## config.mk

```make
export PLATFORM = sky130hd
export DESIGN_NAME = fetch_sequencer
export DESIGN_NICKNAME = d
export VERILOG_FILES = /design/src/rtl/fetch_sequencer.sv
export SDC_FILE = /design/constraint.sdc
export NUM_CORES = 1
export LEC_CHECK = 0
export BUFFER_PORTS_ARGS = -buffer_cell sky130_fd_sc_hd__clkbuf_2
export CAP_MARGIN = 20
export CELL_PAD_IN_SITES_DETAIL_PLACEMENT = 2
export CELL_PAD_IN_SITES_GLOBAL_PLACEMENT = 2
export CORE_MARGIN = 2
export CORE_UTILIZATION = 25
export CTS_BUF_LIST = sky130_fd_sc_hd__clkbuf_16
export DETAILED_ROUTE_END_ITERATION = 8
export PLACE_DENSITY_LB_ADDON = 0.1
export REMOVE_ABC_BUFFERS = 1
export SLEW_MARGIN = 15
export SYNTH_ARGS = -nofsm -noshare
export SYNTH_HDL_FRONTEND = slang
export SYNTH_SLANG_ARGS = --single-unit
```

## constraint.sdc

```tcl
create_clock -name clk -period 1.7 [get_ports clk]
set_clock_uncertainty 0.15 [all_clocks]
set_input_delay 0.085 -clock clk [delete_from_list [all_inputs] [get_ports clk]]
set_output_delay 0.085 -clock clk [all_outputs]
set_load 0.05 [all_outputs]
```

## src/rtl/fetch_sequencer.sv

```systemverilog
// fetch_sequencer: SAP-2 instruction fetch front-end.
// Owns the PC, drives it onto the shared bus, and strobes the memory block
// (MAR load, RAM read) to collect the opcode plus 0/1/2 operand bytes.
// The assembled instruction is handed to execute through instr_valid/ack.
// Optional build macro FETCH_PERF_EN adds instr_count/stall_count outputs.
//
// state  | meaning
// IDLE   | waiting for start; pc_load accepted here
// A_OP   | PC on bus, load MAR for opcode, pc++
// R_OP   | read opcode byte into MDR[7:0]
// C_OP   | capture opcode, decode length
// A_B1   | PC on bus, load MAR for first operand byte, pc++
// R_B1   | read first operand byte (high half for 3-byte, low for 2-byte)
// A_B2   | PC on bus, load MAR for second operand byte, pc++
// R_B2   | read second operand byte into MDR[7:0]
// C_OPR  | capture operand
// VALID  | instruction presented until ack

module fetch_sequencer #(
   parameter logic [15:0] RESET_PC = 16'h0000
) (
   input  logic        clk,
   input  logic        rst,
   input  logic        start,
   input  logic        halt_req,
   input  logic        pc_load,
   input  logic [15:0] pc_in,
   input  logic [15:0] mem_out,
   output logic [15:0] bus_out,
   output logic        bus_oe,
   output logic        mar_loadh,
   output logic        mar_loadl,
   output logic        ram_enh,
   output logic        ram_enl,
   output logic [15:0] pc,
   output logic [7:0]  instr,
   output logic [15:0] operand,
   output logic        instr_valid,
   input  logic        ack,
   output logic        busy
`ifdef FETCH_PERF_EN
   ,
   output logic [15:0] instr_count,
   output logic [15:0] stall_count
`endif
);

   typedef enum logic [3:0] {
      S_IDLE, S_A_OP, S_R_OP, S_C_OP, S_A_B1,
      S_R_B1, S_A_B2, S_R_B2, S_C_OPR, S_VALID
   } state_t;

   state_t      state_q, state_d;
   logic [15:0] pc_q, pc_d;
   logic [7:0]  instr_q, instr_d;
   logic [15:0] operand_q, operand_d;
   logic        halt_q, halt_d;

   // State and datapath registers, async active-high reset
   always_ff @(posedge clk or posedge rst) begin
      if (rst) begin
         state_q   <= S_IDLE;
         pc_q      <= RESET_PC;
         instr_q   <= 8'h00;
         operand_q <= 16'h0000;
         halt_q    <= 1'b0;
      end else begin
         state_q   <= state_d;
         pc_q      <= pc_d;
         instr_q   <= instr_d;
         operand_q <= operand_d;
         halt_q    <= halt_d;
      end
   end

   // Next state, PC update, opcode/operand capture and halt flag
   always_comb begin
      state_d   = state_q;
      pc_d      = pc_q;
      instr_d   = instr_q;
      operand_d = operand_q;
      halt_d    = halt_q;
      if (state_q != S_IDLE && halt_req)
         halt_d = 1'b1;
      case (state_q)
         S_IDLE: begin
            if (pc_load)
               pc_d = pc_in;
            if (start)
               state_d = S_A_OP;
         end
         S_A_OP: begin
            pc_d    = pc_q + 16'h0001;
            state_d = S_R_OP;
         end
         S_R_OP:
            state_d = S_C_OP;
         S_C_OP: begin
            instr_d   = mem_out[7:0];
            operand_d = 16'h0000;
            state_d   = (mem_out[7:6] == 2'b00) ? S_VALID : S_A_B1;
         end
         S_A_B1: begin
            pc_d    = pc_q + 16'h0001;
            state_d = S_R_B1;
         end
         S_R_B1:
            state_d = instr_q[7] ? S_A_B2 : S_C_OPR;
         S_A_B2: begin
            pc_d    = pc_q + 16'h0001;
            state_d = S_R_B2;
         end
         S_R_B2:
            state_d = S_C_OPR;
         S_C_OPR: begin
            operand_d = instr_q[7] ? mem_out : {8'h00, mem_out[7:0]};
            state_d   = S_VALID;
         end
         S_VALID: begin
            if (ack) begin
               if (pc_load)
                  pc_d = pc_in;
               if (halt_q) begin
                  state_d = S_IDLE;
                  halt_d  = 1'b0;
               end else begin
                  state_d = S_A_OP;
               end
            end
         end
         default:
            state_d = S_IDLE;
      endcase
   end

   // Strobes and status decode purely from state so reset clears them at once
   always_comb begin
      bus_oe      = 1'b0;
      mar_loadh   = 1'b0;
      mar_loadl   = 1'b0;
      ram_enh     = 1'b0;
      ram_enl     = 1'b0;
      instr_valid = 1'b0;
      case (state_q)
         S_A_OP, S_A_B1, S_A_B2: begin
            bus_oe    = 1'b1;
            mar_loadh = 1'b1;
            mar_loadl = 1'b1;
         end
         S_R_OP, S_R_B2:
            ram_enl = 1'b1;
         S_R_B1: begin
            ram_enh = instr_q[7];
            ram_enl = ~instr_q[7];
         end
         S_VALID:
            instr_valid = 1'b1;
         default: ;
      endcase
   end

   assign bus_out = pc_q;
   assign pc      = pc_q;
   assign instr   = instr_q;
   assign operand = operand_q;
   assign busy    = (state_q != S_IDLE);

`ifdef FETCH_PERF_EN
   logic [15:0] instr_count_q, instr_count_d;
   logic [15:0] stall_count_q, stall_count_d;

   // Performance counters, both wrap naturally
   always_ff @(posedge clk or posedge rst) begin
      if (rst) begin
         instr_count_q <= 16'h0000;
         stall_count_q <= 16'h0000;
      end else begin
         instr_count_q <= instr_count_d;
         stall_count_q <= stall_count_d;
      end
   end

   // Count accepted instructions and VALID cycles spent waiting for ack
   always_comb begin
      instr_count_d = instr_count_q;
      stall_count_d = stall_count_q;
      if (state_q == S_VALID) begin
         if (ack)
            instr_count_d = instr_count_q + 16'h0001;
         else
            stall_count_d = stall_count_q + 16'h0001;
      end
   end

   assign instr_count = instr_count_q;
   assign stall_count = stall_count_q;
`endif

endmodule

```

Word-level counts from Yosys, hierarchy flattened
Cells that the tools add are included.
- mux-type cells: 19
- add/subtract/negate cells: 1
- reduce and logical (&&, ||, !) cells: 10
- bitwise operators: 1
- eq/ne operators: 11
- operator list (kind ; count):
    $mux W16 ; 3
    $pmux W16 S3 ; 1
    $pmux W4 S10 ; 1
    $pmux W16 S2 ; 1
    $add A16 B1 Y16 const B ; 1
    $eq A4 B3 Y1 const B ; 4
    $mux W4 ; 4
    $eq A4 B2 Y1 const B ; 2
    $eq A4 B4 Y1 const B ; 2
    $mux W1 ; 8
    $eq A4 B1 Y1 const B ; 1
    $logic_not A4 Y1 ; 1
    $ne A2 B2 Y1 const B ; 2
    $reduce_and A2 Y1 ; 2
    $reduce_bool A4 Y1 ; 1
    $reduce_bool A3 Y1 ; 1
    $reduce_or A3 Y1 ; 1
    $logic_not A2 Y1 ; 1
    $pmux W1 S2 ; 1
    $reduce_bool A2 Y1 ; 1
    $reduce_or A2 Y1 ; 1
    $logic_and A1 B1 Y1 ; 1
    $not A1 Y1 ; 1
- word-level logic and storage cells: 47
- output and inout port bits: 63
- register bits after elaboration: 45

Longest topological paths before layout
- word-level depth: 6
- mapped depth: 9
- gate-level depth less buffers: 6

Least setup slack after synthesis
Ideal clock, no wire load.
- path kind: flip-flop to flip-flop
- start point: register pc_q[0], in the netlist bus_out[0]
- end point: register pc_q[15], in the netlist bus_out[15]
- data arrival time: 1900 ps
- required time: 1456 ps
- slack: -444 ps
- library setup time: 94 ps
- cell stages (with the launch flop): 6
- path through: dfrtp_1 -> and3_4 -> nand3_4 -> or3_1 -> xor2_1 -> a221oi_2
- longest elaborated chain between the ends: 2
- ends and longest elaborated chain (element ; line ; text):
    start: declaration ; 54 ; logic [15:0] pc_q, pc_d;
    start signal: assignment ; 69 ; pc_q <= pc_d;
    $add A16 B1 Y16 ; 93, 104, 110 ;
    $pmux W16 S3 ; 85 ; case (state_q)
Every way passes these cells.
A chain may end at the register's enable or synchronous reset.

Final worst setup path
- start point: register pc_q[1], in the netlist bus_out[1]
- end point: register pc_q[15], in the netlist bus_out[15]
Same word-level chain as after synthesis.

==> out/metrics.yaml <==
initial_core_util_pct: 25.73
crit_path_max_fanout: 4
crit_path_max_incr_delay_ps: 400
placement_rows: 35
max_clock_freq_mhz: 561.5
worst-endpoint-arrival_ps: 1830
netlist_area_um2: 2366
violations_in_the_final_reports: "setup timing"
drt_pre_antenna_iters: 4
rr_endpoint: "bus_out[15]"
htreeDepth: 2
seqCellArea_um2: 1130
clk_latency_ps: 290
dieArea_um2: 10260
finish.utilization_pct: 45.17
grt_setup_unrepaired: "yes"
dr.first_iter.drc_count: 52
layout.cells.most_common_list: "sky130_fd_sc_hd__clkbuf_2, sky130_fd_sc_hd__buf_4, sky130_fd_sc_hd__dfrtp_1"
synth_top_flop_cell: "sky130_fd_sc_hd__dfrtp_1"
synth_largest_area_cell: "sky130_fd_sc_hd__dfrtp_1"
yosys_register_bits: 45
count_of_nets_left_with_antenna_violations_after_detail_routing: 0
outcome: "complete, but fails checks"
netlist_top_cells_area: "sky130_fd_sc_hd__dfrtp_1, sky130_fd_sc_hd__buf_4, sky130_fd_sc_hd__a22o_1"
gp_congestion: 0.7525
min-delay-path-class: "input port to flop"
tightest_slew_ps: 478.3
cp-startpoint: "bus_out[1]"
cts.reportedPaths.clkPinSlew_ps: 70
setup_viols_final: 14
via_count_of_the_first_global_routing_pass: 2827
cts_tree: "built"
timing.critical_path.slowest_stage_cell: "sky130_fd_sc_hd__dfrtp_1"
tritoncts.num_buffers: 5
die_height_um: 101.3
endpoint_kind: "flop"
route.final.wire_length_mm: 9.234
coreArea_um2: 9196
layout.nets: 454
count_of_inserted_antenna_diode_cells: 0
r2r_setup_slk_ps: -80
ctsLongestPathBuffers: 2
cap_violations: 0
yosys.area.top_type_share_pct: 47.59
ys_seq_area_share_pct: 47.59
crit_end: "bus_out[15]"
clock_sink_count: 45
crit_path_required_time_ps: 1750
crit_path_cell_trace: "buf_4 > and3_4 > nand3_4 > or3_4 > xor2_2 > a221oi_2"
grt_max_degree: 28
timing_hold_violations_final: 0
chipWidth_um: 101.3
count_of_flip_flops_with_a_built_in_enable_after_synthesis: 0
layout-drive-gt1-share_pct: 56.73
multiInputGateArea_um2: 1191
post-route-drc-count: 0
origin_of_the_critical_flop_to_flop_path: "bus_out[1]"
synth_warn: 0
final_critical_path_setup_slack_ps: -81.08
hpwl_mm: 6.158
synth_async_sr_flop_share_pct: 100.0
path_class: "flop to flop"
layout_min_cycle_time_ps: 1781
period_share_pct: 104.8
io-pin-count: 101
final-max-slew-violation-count: 0
syn-mean-instance-area_um2: 9.858
clock_tree.root_cell: "sky130_fd_sc_hd__clkbuf_16"
fillerInstances: 998
synthesis.instances: 240
layout.cells.most_common: "sky130_fd_sc_hd__clkbuf_2"
grt_antenna_before_repair: 0
max-slew-margin-rel_pct: 68.06
reg2reg_depth: 6
globalRouteOverflowTotal: 0
ys_types: 45
detail_route.vias_per_cell: 4.871
final-instance-count-excl-fill: 527
wl_per_cell_um: 17.52
syn2layout_area_growth_pct: 75.57
gr-usage-all-layers_pct: 17.76
grt_first_pass_wirelength_mm: 14.42
port_buffers: 100
timing.critical_path.from_type: "flop"
dr_total_vias: 2567
placedCellCount: 463
## kinds of logic (layout without fill, tap and decap cells)
| family | Yosys count | in the layout | share of synthesized area, % |
|---|---|---|---|
| AOI/OAI and AO/OA | 76 | 76 | 22.42 |
| and+or+nand+nor | 71 | 71 | 15.18 |
| DFF | 45 | 45 | 47.59 |
| buffers and inverters | 38 | 214 | 10.15 |
| muxes | 8 | 8 | 3.755 |
| adders and majority gates | 1 | 1 | 0.5287 |
| xor gates and xnor gates | 1 | 1 | 0.3702 |
## layout make-up
class                      instances  area share (%)
clock buffer                       5           3.012
inverter                           8          0.8133
tap                              111           3.343
sequential                        45           27.20
clock inverter                     3           1.145
multi-input combinational        157           28.67
timing repair buffer             198           35.81
## synth_stat cells (all sizes together), types with 4 or more instances
cell / n
dfrtp: 45
buf: 30
nand2: 26
nor2: 21
a21oi: 19
a22o: 18
o21ai: 11
inv: 8
mux2: 7
a31oi: 6
nand3: 5
o22ai: 5
a22oi: 4
nor3: 4
## layer usage
layer / global-route usage, % / vias up / wire, µm / part of all wire, %
li1: - / 1202 / - / -
met1: 22.07 / 1278 / 3965 / 43
met2: 32.30 / 77 / 4812 / 52
met3: 2.968 / 10 / 334 / 3.6
met4: 3.742 / 0 / 121 / 1.3
met5: 0 / - / 0 / 0
## how the worst min path moves through the flow
stage / from / endpoint / slack [ps] / depth (start not counted)
6_report: pc_in[5] / bus_out[5] / 10 / 3
5_1_grt: pc_in[5] / bus_out[5] / 40 / 3
4_1_cts: pc_in[5] / bus_out[5] / 9 / 3
3_5_place_dp: rst / operand[9] / -20 / 2
3_3_place_gp: rst / operand[13] / -30 / 2
2_1_floorplan: ack / halt_q / 40 / 1
## critical path: cells and delay by family, from the launching register on
| family | cells | cell delay [ps] |
|---|---|---|
| simple gates | 3 | 630 |
| flops | 1 | 400 |
| compound gates | 1 | 230 |
| xor+xnor | 1 | 160 |
| buf+inv | 1 | 130 |
## per-stage QoR
stage / setup TNS [ps] / cell area, µm² / hold slack [ps] / worst slack (ps)
6_report: -663.5 / 4154 / 10.53 / -81.08
2_1_floorplan: -16000 / 2156 / 39.11 / -809.0
4_1_cts: -727.7 / 3954 / 9.415 / -94.92
3_5_place_dp: -7786 / 3148 / -20.39 / -356.8
5_1_grt: -2250 / 4154 / 39.79 / -151.6
3_3_place_gp: -4853 / 3148 / -31.21 / -240.2
## registers in the layout, summed over array words and instances (netlist names)
signal   flops
bus_out     16
halt_q       1
instr        8
operand     16
state_q      4
## timing repair
item | 4_1_cts | 5_1_grt
pin swaps | 19 | 12
hold buffers | 29 | 0
hold endpoints to repair | 53 | 0
resized for setup | 56 | 36
endpoints found under the setup margin | 39 | 31
buffers inserted | 14 | 14
Power is left out: the tool's default activity adds up to more than one toggle a clock period on the data nets, which glitch-free logic cannot reach.
